===== src/rtl/fmaunpack.sv =====
// fmaunpack: unpacks an IEEE-754 operand into sign/extended exponent/explicit mantissa, normalising subnormals one bit per cycle.
module fmaunpack #(
  parameter int NE = 5,
  parameter int NF = 10
) (
  input  logic            clk,
  input  logic            reset,
  input  logic            flush,
  input  logic            in_valid,
  output logic            in_ready,
  input  logic [NE+NF:0]  in_x,
  output logic            out_valid,
  input  logic            out_ready,
  output logic            out_sign,
  output logic [NE+1:0]   out_exp,
  output logic [NF:0]     out_mant,
  output logic            out_zero,
  output logic            out_subn,
  output logic            out_inf,
  output logic            out_nan,
  output logic            out_snan
);
  typedef enum logic [1:0] {IDLE, NORM, DONE} state_t;
  state_t state, state_nx;
  logic [NE-1:0] e;
  logic [NF-1:0] f;
  logic e_zero, e_max, f_nz, accept;
  assign e = in_x[NE+NF-1:NF];
  assign f = in_x[NF-1:0];
  assign e_zero = ~|e;
  assign e_max = &e;
  assign f_nz = |f;
  assign accept = in_valid & in_ready & ~flush;
  always_ff @(posedge clk or posedge reset)
    if (reset) state <= IDLE;
    else state <= state_nx;
  // in NORM the shift lands the leading one when the current bit below the top is set
  always_comb
    state_nx = flush ? IDLE :
               state == IDLE ? (in_valid ? ((e_zero & f_nz) ? NORM : DONE) : IDLE) :
               state == NORM ? (out_mant[NF-1] ? DONE : NORM) :
               (out_ready ? IDLE : DONE);
  always_comb begin
    in_ready = state == IDLE;
    out_valid = state == DONE;
  end
  always_ff @(posedge clk or posedge reset)
    if (reset) begin
      out_sign <= 1'b0;
      out_exp <= '0;
      out_mant <= '0;
      out_zero <= 1'b0;
      out_subn <= 1'b0;
      out_inf <= 1'b0;
      out_nan <= 1'b0;
      out_snan <= 1'b0;
    end else if (accept) begin
      out_sign <= in_x[NE+NF];
      out_exp <= e_zero ? {{(NE+1){1'b0}}, f_nz} : {2'b00, e};
      out_mant <= {~e_zero, f};
      out_zero <= e_zero & ~f_nz;
      out_subn <= e_zero & f_nz;
      out_inf <= e_max & ~f_nz;
      out_nan <= e_max & f_nz;
      out_snan <= e_max & f_nz & ~f[NF-1];
    end else if (state == NORM && !flush) begin
      out_mant <= out_mant << 1;
      out_exp <= out_exp - (NE+2)'(1);
    end
endmodule


===== config.mk =====
export PLATFORM = sky130hd
export DESIGN_NAME = fmaunpack
export DESIGN_NICKNAME = d
export VERILOG_FILES = /design/src/rtl/fmaunpack.sv
export SDC_FILE = /design/constraint.sdc
export NUM_CORES = 1
export LEC_CHECK = 0
export ABC_CLOCK_PERIOD_IN_PS = 2070
export BUFFER_PORTS_ARGS = -buffer_cell sky130_fd_sc_hd__clkbuf_2
export CAP_MARGIN = 20
export CORE_UTILIZATION = 49
export CTS_CLUSTER_SIZE = 30
export DETAILED_ROUTE_END_ITERATION = 6
export PLACE_DENSITY = 0.86
export SYNTH_ARGS = -nofsm -noshare
export SYNTH_HDL_FRONTEND = slang
export SYNTH_SLANG_ARGS = --single-unit

===== constraint.sdc =====
create_clock -name clk -period 2.07 [get_ports clk]
set_input_delay 0.3105 -clock clk [delete_from_list [all_inputs] [get_ports clk]]
set_output_delay 0.3105 -clock clk [all_outputs]
set_load 0.02 [all_outputs]

==> results of run 1 <==
-- cells by family after synthesis --
group	share of synthesized area, %
xor+xnor	1.30
simple gates	25.3
buf+inv	5.68
flops	48.5
compound gates	18.4
fa+ha+maj	0.932
-- power breakdown --
group / switching, uW / leakage, uW / internal, uW
clock: 150 / 0.0000210 / 108
combinational: 264 / 0.000428 / 155
sequential: 88.5 / 0.000315 / 590
-- placed cells by master, fill, tap and decap left out, types with 2 or more instances in the layout --
| master | count |
|---|---|
| xnor2_1 | 2 |
| nand2_1 | 35 |
| o31a_1 | 3 |
| buf_4 | 2 |
| clkbuf_4 | 3 |
| a21oi_1 | 2 |
| clkbuf_2 | 46 |
| a31oi_1 | 10 |
| dfrtp_1 | 26 |
| o21ai_0 | 9 |
| nor3b_1 | 2 |
| nand3_1 | 2 |
| nor4_1 | 2 |
| nand4_1 | 2 |
| nor2_1 | 17 |
| a2111oi_4 | 2 |
| inv_1 | 4 |
-- registers in the layout, indices dropped and copies added, names as in the netlist --
name / count
out_exp: 7
state: 2
out_mant: 11
out_inf: 1
out_sign: 1
out_zero: 1
out_nan: 1
out_subn: 1
out_snan: 1
-- worst paths after layout --
path,to,cells after the start,slack [ns],from
max,out_exp[0],4,0.16,state[1]
min,out_sign,3,0.19,in_x[15]
max reg2reg,out_exp[0],4,0.16,state[1]
min reg2reg,out_nan,2,0.49,out_nan
max in group asynchronous,out_mant[10],4,1.27,reset
min in group asynchronous,out_exp[6],4,0.54,reset
-- final cells by class --
| type | instances | area [sq um] | share of cell area (%) |
|---|---|---|---|
| inverter | 4 | 15.0 | 0.932 |
| clock buffer | 4 | 36.3 | 2.25 |
| timing repair buffer | 49 | 255 | 15.9 |
| multi-input combinational | 106 | 616 | 38.2 |
| sequential | 26 | 651 | 40.4 |
| tap | 30 | 37.5 | 2.33 |
-- critical path, cell delays in order, from the launching register on --
cell,delay [ns]
dfrtp_1,0.51
or4b_4,0.73
nor3_2,0.27
nand2_1,0.15
a22oi_1,0.18
-- per-layer routing --
layer / global-route usage [%] / part of all wire (%)
met5: 0 / 0
met4: 9.83 / 2.4
met3: 4.17 / 6.8
met2: 38.4 / 50
met1: 31.5 / 41
-- cells in the mapped netlist (all sizes together) (3+ instances only) --
| cell type | n |
|---|---|
| o21ai | 9 |
| dfrtp | 26 |
| nand2 | 36 |
| buf | 7 |
| a31oi | 10 |
| inv | 4 |
| o31a | 3 |
| nor2 | 17 |
-- metrics by stage --
| step | instance area [sq um] | cells | util, % |
|---|---|---|---|
| after floorplan | 1340 | 145 | - |
| after global routing | 1610 | 219 | 63.8 |
| final | 1610 | 219 | 63.8 |
| after global placement | 1560 | 214 | 62.0 |
| after CTS | 1610 | 219 | 63.8 |
| after detailed placement | 1560 | 214 | 62.0 |
==> insert_results.sql, run 1 <==
INSERT INTO impl_metrics (metric_group, metric, value, unit) VALUES
('outcome', 'run_status', 'complete, no violations', ''),
('setup_path', 'cp_max_fo', '23', ''),
('drt', 'drt-vias-per-instance', '5.78', ''),
('clocking', 'cts_inserted_buffers', '3', ''),
('drt', 'route.antenna.remaining_nets', '0', ''),
('timing', 'report.final.setup_viol', '0', ''),
('clocking', 'cts.reportedPaths.clkPinSlew', '0.13', 'ns'),
('floorplan', 'floorplan.rows', '18', ''),
('global_route', 'antenna_found_initial', '0', ''),
('clocking', 'cts_sinks', '26', ''),
('drt', 'postRouteWirelength', '3210', 'um'),
('floorplan', 'die_height', '54.3', 'um'),
('setup_path', 'critPathRequiredTime', '2.31', 'ns'),
('drt', 'first_iter_violations', '46', ''),
('global_route', 'grt.overflow.total', '0', ''),
('floorplan', 'placeableCoreArea', '2520', 'sq um'),
('drt', 'wire_length_per_cell', '14.7', 'um'),
('floorplan', 'start_util', '53.2', '%'),
('logic_synthesis', 'ys.warnings.count', '0', ''),
('logic_synthesis', 'synth_top_area_share', '48.5', '%'),
('timing', 'report.final.slew_viol_count', '0', ''),
('timing', 'least_setup_slack_across_all_paths_after_layout', '0.162', 'ns'),
('global_route', 'globalRouteTotalUtil', '23.9', '%'),
('logic_synthesis', 'yosys.cell_types.count', '35', ''),
('timing', 'timing_worst_slew_pin_value', '0.436', 'ns'),
('timing', 'setup_repair_after_global_routing_missed_its_margin', 'false', ''),
('clocking', 'clockRootBuffer', 'clkbuf_4', ''),
('timing', 'hold-worst-slack', '0.189', 'ns'),
('floorplan', 'num_io_pins', '47', ''),
('logic_synthesis', 'ys.flop_type', 'dfrtp_1', ''),
('timing', 'maximum_clock_frequency', '0.524', 'GHz'),
('logic_synthesis', 'syn-num-nets', '167', ''),
('logic_synthesis', 'synth_top_area_cell', 'dfrtp_1', ''),
('timing', 'max_slew_margin', '71.0', '%'),
('placed_design', 'placement.setup.worst_slack', '0.197', 'ns'),
('placed_design', 'globalplace.congestion', '0.866', ''),
('clocking', 'tritoncts_clock_tree', 'done', ''),
('global_route', 'global_route_wire_length_before_repair', '5090', 'um'),
('drt', 'drc', '0', ''),
('job', 'count_of_maximum_capacitance_violations', '0', ''),
('global_route', 'grt_pass1_vias', '1141', ''),
('setup_path', 'startpoint_type', 'register', ''),
('finish', 'num_antenna_cells', '0', ''),
('logic_synthesis', 'netlist_top_cells_area', 'dfrtp_1 (48%), nand2_1 (9.8%), nor2_1 (4.8%)', ''),
('finish', 'final.fill_count', '213', ''),
('clocking', 'worstSkewPairLatency', '0.32', 'ns'),
('timing', 'fin_crit', '1.91', 'ns'),
('min_path', 'min-delay-path-class', 'primary input to register', ''),
('logic_synthesis', 'syn-cell-area', '1340', 'sq um'),
('setup_path', 'cp.arrival', '2.14', 'ns'),
('logic_synthesis', 'syn_inst', '145', ''),
('timing', 'final.setup_skew', '0.0117', 'ns'),
('drt', 'num_vias', '1266', ''),
('setup_path', 'crit_path_capture_type', 'register', ''),
('global_route', 'pin_count_of_the_biggest_net_entering_global_routing', '27', ''),
('clocking', 'post-cts-setup-buffer-count', '0', ''),
('floorplan', 'die_width', '54.3', 'um'),
('timing', 'final_min_period_over_clock_period', '92.2', '%'),
('clocking', 'post_cts_resized', '0', ''),
('logic_synthesis', 'number_of_synthesized_flops_with_an_enable_pin', '0', ''),
('timing', 'setup_total_negative_slack', '0', 'ns'),
('timing', 'number_of_hold_slack_violations_in_the_final_timing_report', '0', ''),
('drt', 'detail_route.first_pass.iterations', '4', ''),
('logic_synthesis', 'synth.ff_latch_count', '26', ''),
('setup_path', 'crit_type', 'register to register', ''),
('finish', 'nNetsFinal', '212', ''),
('placed_design', 'count_of_input_and_output_buffers', '46', ''),
('clocking', 'clk_path_buf_depth', '2', ''),
('pwr', 'p_leak', '0.000764', 'uW'),
('pwr', 'vdd_ir_drop_max', '0.517', 'mV'),
('clocking', 'cts-hold-fix-buffers', '1', ''),
('floorplan', 'floorplan.die_area', '2950', 'sq um'),
('logic_synthesis', 'synth-seq-area-share', '48.5', '%'),
('logic_synthesis', 'synth_area_per_cell', '9.26', 'sq um'),
('pwr', 'pwr_density_cell', '842', 'nW/um^2'),
('finish', 'areaGrowthSynthToFinish', '19.9', '%'),
('pwr', 'finalPower', '1360', 'uW'),
('logic_synthesis', 'async_flop_share', '100', '%'),
('clocking', 'clock_tree.htree_level_count', '1', ''),
('finish', 'fraction_of_layout_cells_with_a_size_suffix_above_1', '31.2', '%'),
('placed_design', 'hpwl', '2390', 'um');
Power figures use the tool's default switching activity.
==> inputs of run 2 (changes only) <==
--- a/config.mk
+++ b/config.mk
@@ -5,13 +5,14 @@
 export SDC_FILE = /design/constraint.sdc
 export NUM_CORES = 1
 export LEC_CHECK = 0
+export ABC_AREA = 1
 export ABC_CLOCK_PERIOD_IN_PS = 2070
 export BUFFER_PORTS_ARGS = -buffer_cell sky130_fd_sc_hd__clkbuf_2
 export CAP_MARGIN = 20
-export CORE_UTILIZATION = 49
+export CORE_UTILIZATION = 50
 export CTS_CLUSTER_SIZE = 30
 export DETAILED_ROUTE_END_ITERATION = 6
-export PLACE_DENSITY = 0.86
+export PLACE_DENSITY = 0.85
 export SYNTH_ARGS = -nofsm -noshare
 export SYNTH_HDL_FRONTEND = slang
 export SYNTH_SLANG_ARGS = --single-unit
==> constraint.sdc (replaced) <==
create_clock -name clk -period 2.07 [get_ports clk]
set_input_delay 0.207 -clock clk [delete_from_list [all_inputs] [get_ports clk]]
set_output_delay 0.207 -clock clk [all_outputs]
set_load 0.02 [all_outputs]
==> run 2 against run 1 <==
Effect of this change:
- the run now ends with DRC left
- synthesized area is 12% higher
- worst hold slack got worse by 0.12 ns
- setup slack improved by 0.45 ns
- die area up 9.7%
- wire length fell by 7.3%
- total power increased by 15%
- cell area rose by 11%
- count of clock-buffer cells in the layout is 1 lower
- critical endpoint is now in_ready
==> insert_results.sql, run 2 <==
INSERT INTO impl_metrics (metric_group, metric, value, unit) VALUES
('finish', 'layout.cells.most_common', 'clkbuf_2', ''),
('drt', 'drt-vias-per-instance', '5.04', ''),
('global_route', 'pin_count_of_the_biggest_net_entering_global_routing', '28', ''),
('logic_synthesis', 'netlist_top_cells_area', 'dfrtp_1 (43%), nand2_1 (8.5%), nor2_1 (5.2%)', ''),
('drt', 'wire_length_per_cell', '11.9', 'um'),
('global_route', 'antenna_found_initial', '0', ''),
('logic_synthesis', 'yosys.cell_types.count', '32', ''),
('setup_path', 'cp_bufs_invs', '1', ''),
('finish', 'ff_latch_area', '651', 'sq um'),
('floorplan', 'num_io_pins', '47', ''),
('outcome', 'failed_checks', 'DRC', ''),
('timing', 'final.setup_skew', '0.00666', 'ns'),
('clocking', 'worstSkewPairLatency', '0.33', 'ns'),
('clocking', 'cts.reportedPaths.clkPinSlew', '0.15', 'ns'),
('timing', 'timing_worst_slew_pin_value', '0.505', 'ns'),
('logic_synthesis', 'ys_top_cells_by_count', 'nand2_1 (34), dfrtp_1 (26), nor2_1 (21), o21ai_0 (13), inv_1 (12)', ''),
('setup_path', 'crit_type', 'register to primary output', ''),
('job', 'count_of_maximum_capacitance_violations', '0', ''),
('drt', 'route.antenna.remaining_nets', '0', ''),
('setup_path', 'cp_max_fo', '4', ''),
('logic_synthesis', 'syn-num-nets', '193', ''),
('timing', 'final_min_period_over_clock_period', '70.3', '%'),
('clocking', 'clock_tree.htree_level_count', '1', ''),
('drt', 'first_iter_violations', '49', ''),
('setup_path', 'r2r_end', 'out_exp[5]', ''),
('timing', 'max_slew_margin', '66.2', '%'),
('timing', 'fin_crit', '1.45', 'ns'),
('finish', 'area_used_by_multi_input_combinational_logic', '731', 'sq um'),
('logic_synthesis', 'ys.warnings.count', '0', ''),
('finish', 'final.fill_count', '254', ''),
('logic_synthesis', 'ys.flop_type', 'dfrtp_1', ''),
('logic_synthesis', 'synth-seq-area-share', '43.2', '%'),
('finish', 'fraction_of_layout_cells_with_a_size_suffix_above_1', '42.5', '%'),
('min_path', 'endpoint_of_the_worst_hold_timing_path', 'out_snan', ''),
('finish', 'areaGrowthSynthToFinish', '18.6', '%'),
('logic_synthesis', 'syn_inst', '171', ''),
('logic_synthesis', 'synth_top_area_cell', 'dfrtp_1', ''),
('min_path', 'min-delay-path-class', 'primary input to register', ''),
('timing', 'maximum_clock_frequency', '0.687', 'GHz'),
('finish', 'largest_reg_flops', '11', ''),
('global_route', 'grt_pass1_vias', '1198', ''),
('pwr', 'p_leak', '0.000904', 'uW'),
('placed_design', 'hpwl', '2330', 'um'),
('clocking', 'tritoncts_clock_tree', 'done', ''),
('clocking', 'cts_sinks', '26', ''),
('logic_synthesis', 'synth.most_common_cell', 'nand2_1', ''),
('logic_synthesis', 'synth_area_per_cell', '8.82', 'sq um'),
('finish', 'nNetsFinal', '242', ''),
('setup_path', 'startpoint_type', 'register', ''),
('setup_path', 'critPathMaxStageDelay', '0.49', 'ns'),
('floorplan', 'floorplan.rows', '19', ''),
('clocking', 'cts-hold-fix-buffers', '1', ''),
('floorplan', 'floorplan.die_area', '3240', 'sq um'),
('clocking', 'clockRootBuffer', 'clkbuf_4', ''),
('clocking', 'post-cts-setup-buffer-count', '0', ''),
('logic_synthesis', 'number_of_synthesized_flops_with_an_enable_pin', '0', ''),
('finish', 'num_antenna_cells', '0', ''),
('outcome', 'run_status', 'complete, but fails checks', ''),
('drt', 'num_vias', '1260', ''),
('logic_synthesis', 'synth_top_area_share', '43.2', '%'),
('finish', 'largest-register', 'out_mant', ''),
('setup_path', 'cpMaxStageDelayCell', 'dfrtp_1', ''),
('timing', 'setup_repair_after_global_routing_missed_its_margin', 'false', ''),
('setup_path', 'timing.reg2reg.worst_path_depth', '7', ''),
('setup_path', 'critical-path-top-delay-family', 'flip-flops', ''),
('min_path', 'hold_path_depth', '2', ''),
('global_route', 'globalRouteTotalUtil', '20.2', '%'),
('min_path', 'holdCritStartpoint', 'in_x[9]', ''),
('timing', 'hold-worst-slack', '0.0662', 'ns'),
('global_route', 'grt.overflow.total', '0', ''),
('placed_design', 'globalplace.congestion', '0.836', ''),
('drt', 'postRouteWirelength', '2980', 'um'),
('logic_synthesis', 'synth.ff_latch_count', '26', ''),
('setup_path', 'critPathRequiredTime', '1.86', 'ns'),
('placed_design', 'count_of_input_and_output_buffers', '46', ''),
('timing', 'report.final.setup_viol', '0', ''),
('setup_path', 'cp.arrival', '1.25', 'ns'),
('floorplan', 'start_util', '53.7', '%'),
('pwr', 'vdd_ir_drop_max', '0.497', 'mV'),
('clocking', 'post_cts_resized', '0', ''),
('timing', 'setup_total_negative_slack', '0', 'ns'),
('drt', 'detail_route.first_pass.iterations', '6', ''),
('setup_path', 'crit_path_capture_type', 'primary output', ''),
('timing', 'number_of_hold_slack_violations_in_the_final_timing_report', '0', ''),
('setup_path', 'crit_path_cell_trace', 'nor2_4, clkbuf_2', ''),
('logic_synthesis', 'async_flop_share', '100', '%'),
('clocking', 'clk_path_buf_depth', '2', ''),
('pwr', 'pwr_density_cell', '873', 'nW/um^2'),
('global_route', 'global_route_wire_length_before_repair', '5130', 'um'),
('floorplan', 'die_height', '56.9', 'um'),
('clocking', 'cts_inserted_buffers', '3', ''),
('drt', 'drc', '10', ''),
('finish', 'reg_top3', 'out_mant x11, out_exp x7, state x2', ''),
('floorplan', 'placeableCoreArea', '2810', 'sq um'),
('timing', 'report.final.slew_viol_count', '0', ''),
('floorplan', 'die_width', '56.9', 'um'),
('logic_synthesis', 'syn-cell-area', '1510', 'sq um'),
('finish', 'mostFrequentLayoutCells', 'clkbuf_2 (46), nand2_1 (34), dfrtp_1 (26), nor2_1 (21), o21ai_0 (13)', ''),
('setup_path', 'setup.reg_to_reg.worst_slack', '0.63', 'ns'),
('setup_path', 'worst_r2r_startpoint', 'state[1]', '');
run 2: report_power, final:
part	leakage, uW	internal [uW]	switching (uW)
registers	0.000328	596	77.3
logic	0.000547	193	339
clock network	0.0000279	196	160
total	0.000904	985	576
run 2: final cells by class:
type                    instances  area share [%]
repair buffers                 48            13.9
well taps                      31            2.17
clock inverters                 1            1.68
multi-input cells             125            40.9
inverters                      16            3.78
flip-flops and latches         26            36.4
clock buffers                   3            1.26
run 2: worst max-delay path by stage:
stage | start | end | slack (ns) | cells past startpoint
after floorplan | state[1] | out_mant[1] | 0.77 | 5
after global placement | state[1] | out_exp[0] | 0.72 | 7
after detailed placement | state[1] | out_exp[5] | 0.67 | 7
after CTS | state[1] | in_ready | 0.62 | 2
after global routing | state[1] | out_exp[6] | 0.54 | 7
final | state[1] | in_ready | 0.62 | 2
run 2: cell families (layout without fill, tap and decap cells):
family | count (synthesis) | in the layout | share of synthesized area (%)
xor gates and xnor gates | 1 | 1 | 0.581
DFF | 26 | 26 | 43.2
AOI/OAI and AO/OA | 37 | 37 | 16.2
and+or+nand+nor | 86 | 86 | 30.9
buffers and inverters | 20 | 68 | 8.38
adders and majority gates | 1 | 1 | 0.830
run 2: per-layer routing:
layer  part of all wire, %  vias to the layer above  GRT usage [%]
met5                     0                        -              0
met4                   1.3                        0           6.27
met3                   5.0                        5           3.46
met2                    47                       36           33.4
met1                    47                      569           27.1
li1                      -                      650              -
run 2: stage by stage:
step / utilization [%] / instance area (sq um) / setup WS (ns) / cells / power (uW)
2_1_floorplan: - / 1510 / 0.770 / 171 / 1060
3_3_place_gp: 61.5 / 1730 / 0.725 / 245 / 1210
3_5_place_dp: 61.5 / 1730 / 0.669 / 245 / 1220
4_1_cts: 63.7 / 1790 / 0.618 / 250 / 1570
5_1_grt: 63.7 / 1790 / 0.538 / 250 / 1650
6_report: 63.7 / 1790 / 0.615 / 250 / 1560
==> inputs of run 3 (changes only) <==
==> config.mk (replaced) <==
export PLATFORM = sky130hd
export DESIGN_NAME = fmaunpack
export DESIGN_NICKNAME = d
export VERILOG_FILES = /design/src/rtl/fmaunpack.sv
export SDC_FILE = /design/constraint.sdc
export NUM_CORES = 1
export LEC_CHECK = 0
export ABC_AREA = 0
export ABC_CLOCK_PERIOD_IN_PS = 1550
export BUFFER_PORTS_ARGS = -buffer_cell sky130_fd_sc_hd__clkbuf_2
export CAP_MARGIN = 20
export CORE_UTILIZATION = 49
export CTS_CLUSTER_SIZE = 30
export DETAILED_ROUTE_END_ITERATION = 6
export PLACE_DENSITY = 0.86
export SYNTH_ARGS = -nofsm -noshare
export SYNTH_HDL_FRONTEND = slang
export SYNTH_SLANG_ARGS = --single-unit
==> constraint.sdc (replaced) <==
create_clock -name clk -period 1.55 [get_ports clk]
set_input_delay 0.155 -clock clk [delete_from_list [all_inputs] [get_ports clk]]
set_output_delay 0.155 -clock clk [all_outputs]
set_load 0.02 [all_outputs]
==> run 3 against run 2 <==
Effect of this change:
- the run ends with setup timing left
- sequential share of layout area fell by 1.3 points
- clock power rose by 34%
- final cell count fell by 4.4%
- utilization rose by 9.8 points
- worst hold slack got worse by 0.038 ns
- flip-flop and latch count did not move
- largest power group unchanged
==> insert_results.sql, run 3 (synthesized netlist as in run 1, its figures left out) <==
INSERT INTO impl_metrics (metric_group, metric, value, unit) VALUES
('outcome', 'run_status', 'complete, but fails checks', ''),
('outcome', 'failed_checks', 'setup timing', ''),
('pwr', 'power.share.clock', '23.4', '%'),
('drt', 'postRouteWirelength', '3310', 'um'),
('pwr', 'pwr-share-seq', '43.9', '%'),
('pwr', 'p_switching', '711', 'uW'),
('timing', 'hold-worst-slack', '0.0280', 'ns'),
('setup_path', 'crit_path_capture_type', 'register', ''),
('timing', 'least_setup_slack_across_all_paths_after_layout', '-0.162', 'ns'),
('finish', 'largest-register', 'out_mant', ''),
('drt', 'wire_length_per_cell', '13.8', 'um'),
('placed_design', 'postPlaceCellArea', '1680', 'sq um'),
('job', 'count_of_maximum_capacitance_violations', '0', ''),
('finish', 'fraction_of_layout_cells_with_a_size_suffix_above_1', '42.6', '%'),
('clocking', 'tritoncts_clock_tree', 'done', ''),
('finish', 'largest_reg_flops', '11', ''),
('clocking', 'cts_sinks', '26', ''),
('placed_design', 'count_of_input_and_output_buffers', '46', ''),
('pwr', 'p_leak', '0.000885', 'uW'),
('setup_path', 'cp.arrival', '1.96', 'ns'),
('floorplan', 'floorplan.rows', '18', ''),
('setup_path', 'startpoint_type', 'register', ''),
('floorplan', 'placeableCoreArea', '2520', 'sq um'),
('global_route', 'globalRouteTotalUtil', '24.1', '%'),
('finish', 'mostFrequentLayoutCells', 'clkbuf_2 (46), nand2_1 (33), dfrtp_1 (25), buf_4 (18), nor2_1 (16)', ''),
('clocking', 'clockRootBuffer', 'clkbuf_4', ''),
('drt', 'detail_route.first_pass.iterations', '4', ''),
('floorplan', 'die_height', '54.3', 'um'),
('timing', 'final.setup_skew', '0.0125', 'ns'),
('finish', 'areaGrowthSynthToFinish', '38.2', '%'),
('clocking', 'cts.reportedPaths.clkPinSlew', '0.15', 'ns'),
('setup_path', 'critPathRequiredTime', '1.79', 'ns'),
('global_route', 'antenna_found_initial', '0', ''),
('finish', 'num_antenna_cells', '0', ''),
('finish', 'layout.cells.most_common', 'clkbuf_2', ''),
('timing', 'timing_worst_slew_pin_value', '0.332', 'ns'),
('global_route', 'grt.overflow.total', '0', ''),
('floorplan', 'floorplan.die_area', '2950', 'sq um'),
('setup_path', 'cp_max_fo', '6', ''),
('pwr', 'power.internal', '1330', 'uW'),
('drt', 'drt-vias-per-instance', '5.46', ''),
('global_route', 'grt_pass1_vias', '1144', ''),
('finish', 'finalInstanceArea', '1860', 'sq um'),
('timing', 'max_slew_margin', '77.9', '%'),
('global_route', 'pin_count_of_the_biggest_net_entering_global_routing', '27', ''),
('pwr', 'comb_power_share', '32.7', '%'),
('setup_path', 'crit_type', 'register to register', ''),
('timing', 'final_min_period_over_clock_period', '110', '%'),
('min_path', 'min-delay-path-class', 'primary input to register', ''),
('timing', 'setup_repair_after_global_routing_missed_its_margin', 'true', ''),
('finish', 'nNetsFinal', '232', ''),
('finish', 'final.fill_count', '177', ''),
('timing', 'maximum_clock_frequency', '0.584', 'GHz'),
('placed_design', 'hpwl', '2400', 'um'),
('drt', 'num_vias', '1305', ''),
('drt', 'first_iter_violations', '42', ''),
('clocking', 'clk_path_buf_depth', '2', ''),
('clocking', 'clock_tree.htree_level_count', '1', ''),
('pwr', 'vdd_ir_drop_max', '1.20', 'mV'),
('global_route', 'global_route_wire_length_before_repair', '5060', 'um'),
('floorplan', 'num_io_pins', '47', ''),
('finish', 'reg_top3', 'out_mant x11, out_exp x7, state x2', ''),
('floorplan', 'start_util', '53.2', '%'),
('timing', 'fin_crit', '1.71', 'ns'),
('drt', 'drc', '0', ''),
('timing', 'report.final.slew_viol_count', '0', ''),
('pwr', 'sw_frac_of_total', '34.8', '%'),
('clocking', 'cts_inserted_buffers', '3', ''),
('pwr', 'pwr_density_cell', '1100', 'nW/um^2'),
('drt', 'route.antenna.remaining_nets', '0', ''),
('timing', 'report.final.setup_viol', '17', ''),
('placed_design', 'globalplace.congestion', '0.872', ''),
('clocking', 'worstSkewPairLatency', '0.33', 'ns'),
('floorplan', 'die_width', '54.3', 'um'),
('timing', 'number_of_hold_slack_violations_in_the_final_timing_report', '0', '');
run 3: power by group through the flow:
stage               Clock (uW)  Combinational [uW]  Sequential (uW)
global route               505                 735              913
floorplan                    0                 243             1030
finish                     477                 668              898
detailed placement           0                 616              906
CTS                        480                 654              896
global placement             0                 599              898
run 3: metal layers:
metal	up-vias	GRT usage, %	wire [um]
met2	36	40.4	1730
li1	635	-	-
met3	0	6.67	138
met4	0	5.13	0
met1	634	30.6	1440
met5	-	0	0
run 3: worst max-delay path, cell delays in order, from the launching register on:
cell       delay, ns
dfrtp_1         0.42
or4b_4          0.62
a2111oi_4       0.39
xnor2_1         0.15
nor2_1          0.05
run 3: cell type report:
| type | count | area (sq um) | share of cell area [%] |
|---|---|---|---|
| timing repair buffer | 69 | 419 | 22.6 |
| clock buffer | 3 | 22.5 | 1.21 |
| inverter | 4 | 15.0 | 0.809 |
| clock inverter | 1 | 30.0 | 1.62 |
| tap | 30 | 37.5 | 2.02 |
| multi-input combinational | 106 | 679 | 36.6 |
| sequential | 26 | 652 | 35.1 |
run 3: through the flow:
stage | std cells | setup WS [ns] | power, uW | util, % | TNS, ns
2_1_floorplan | 145 | -0.184 | 1280 | - | -1.74
3_3_place_gp | 229 | -0.0986 | 1500 | 66.6 | -0.982
3_5_place_dp | 229 | -0.153 | 1520 | 66.6 | -1.79
4_1_cts | 237 | -0.133 | 2030 | 71.4 | -1.22
5_1_grt | 239 | -0.204 | 2150 | 73.6 | -2.41
6_report | 239 | -0.162 | 2040 | 73.6 | -1.33
run 3: path summary, 6_finish.rpt:
check	start	to	slack [ns]	cells after the start
worst max-delay path	state[1]	out_exp[6]	-0.16	4
worst min-delay path	in_x[9]	out_snan	0.03	2
worst max register to register	state[1]	out_exp[6]	-0.16	4
worst min register to register	out_snan	out_snan	0.51	2
max in group asynchronous	reset	out_exp[0]	0.90	4
min in group asynchronous	reset	out_exp[6]	0.37	4
run 3: timing repair:
action | 4_1_cts | 5_1_grt
setup endpoints to repair | 16 | 20
hold buffers | 2 | 0
setup buffers | 2 | 2
pin swaps | 4 | 2
resized for setup | 10 | 13
endpoints found under the hold margin | 27 | 0
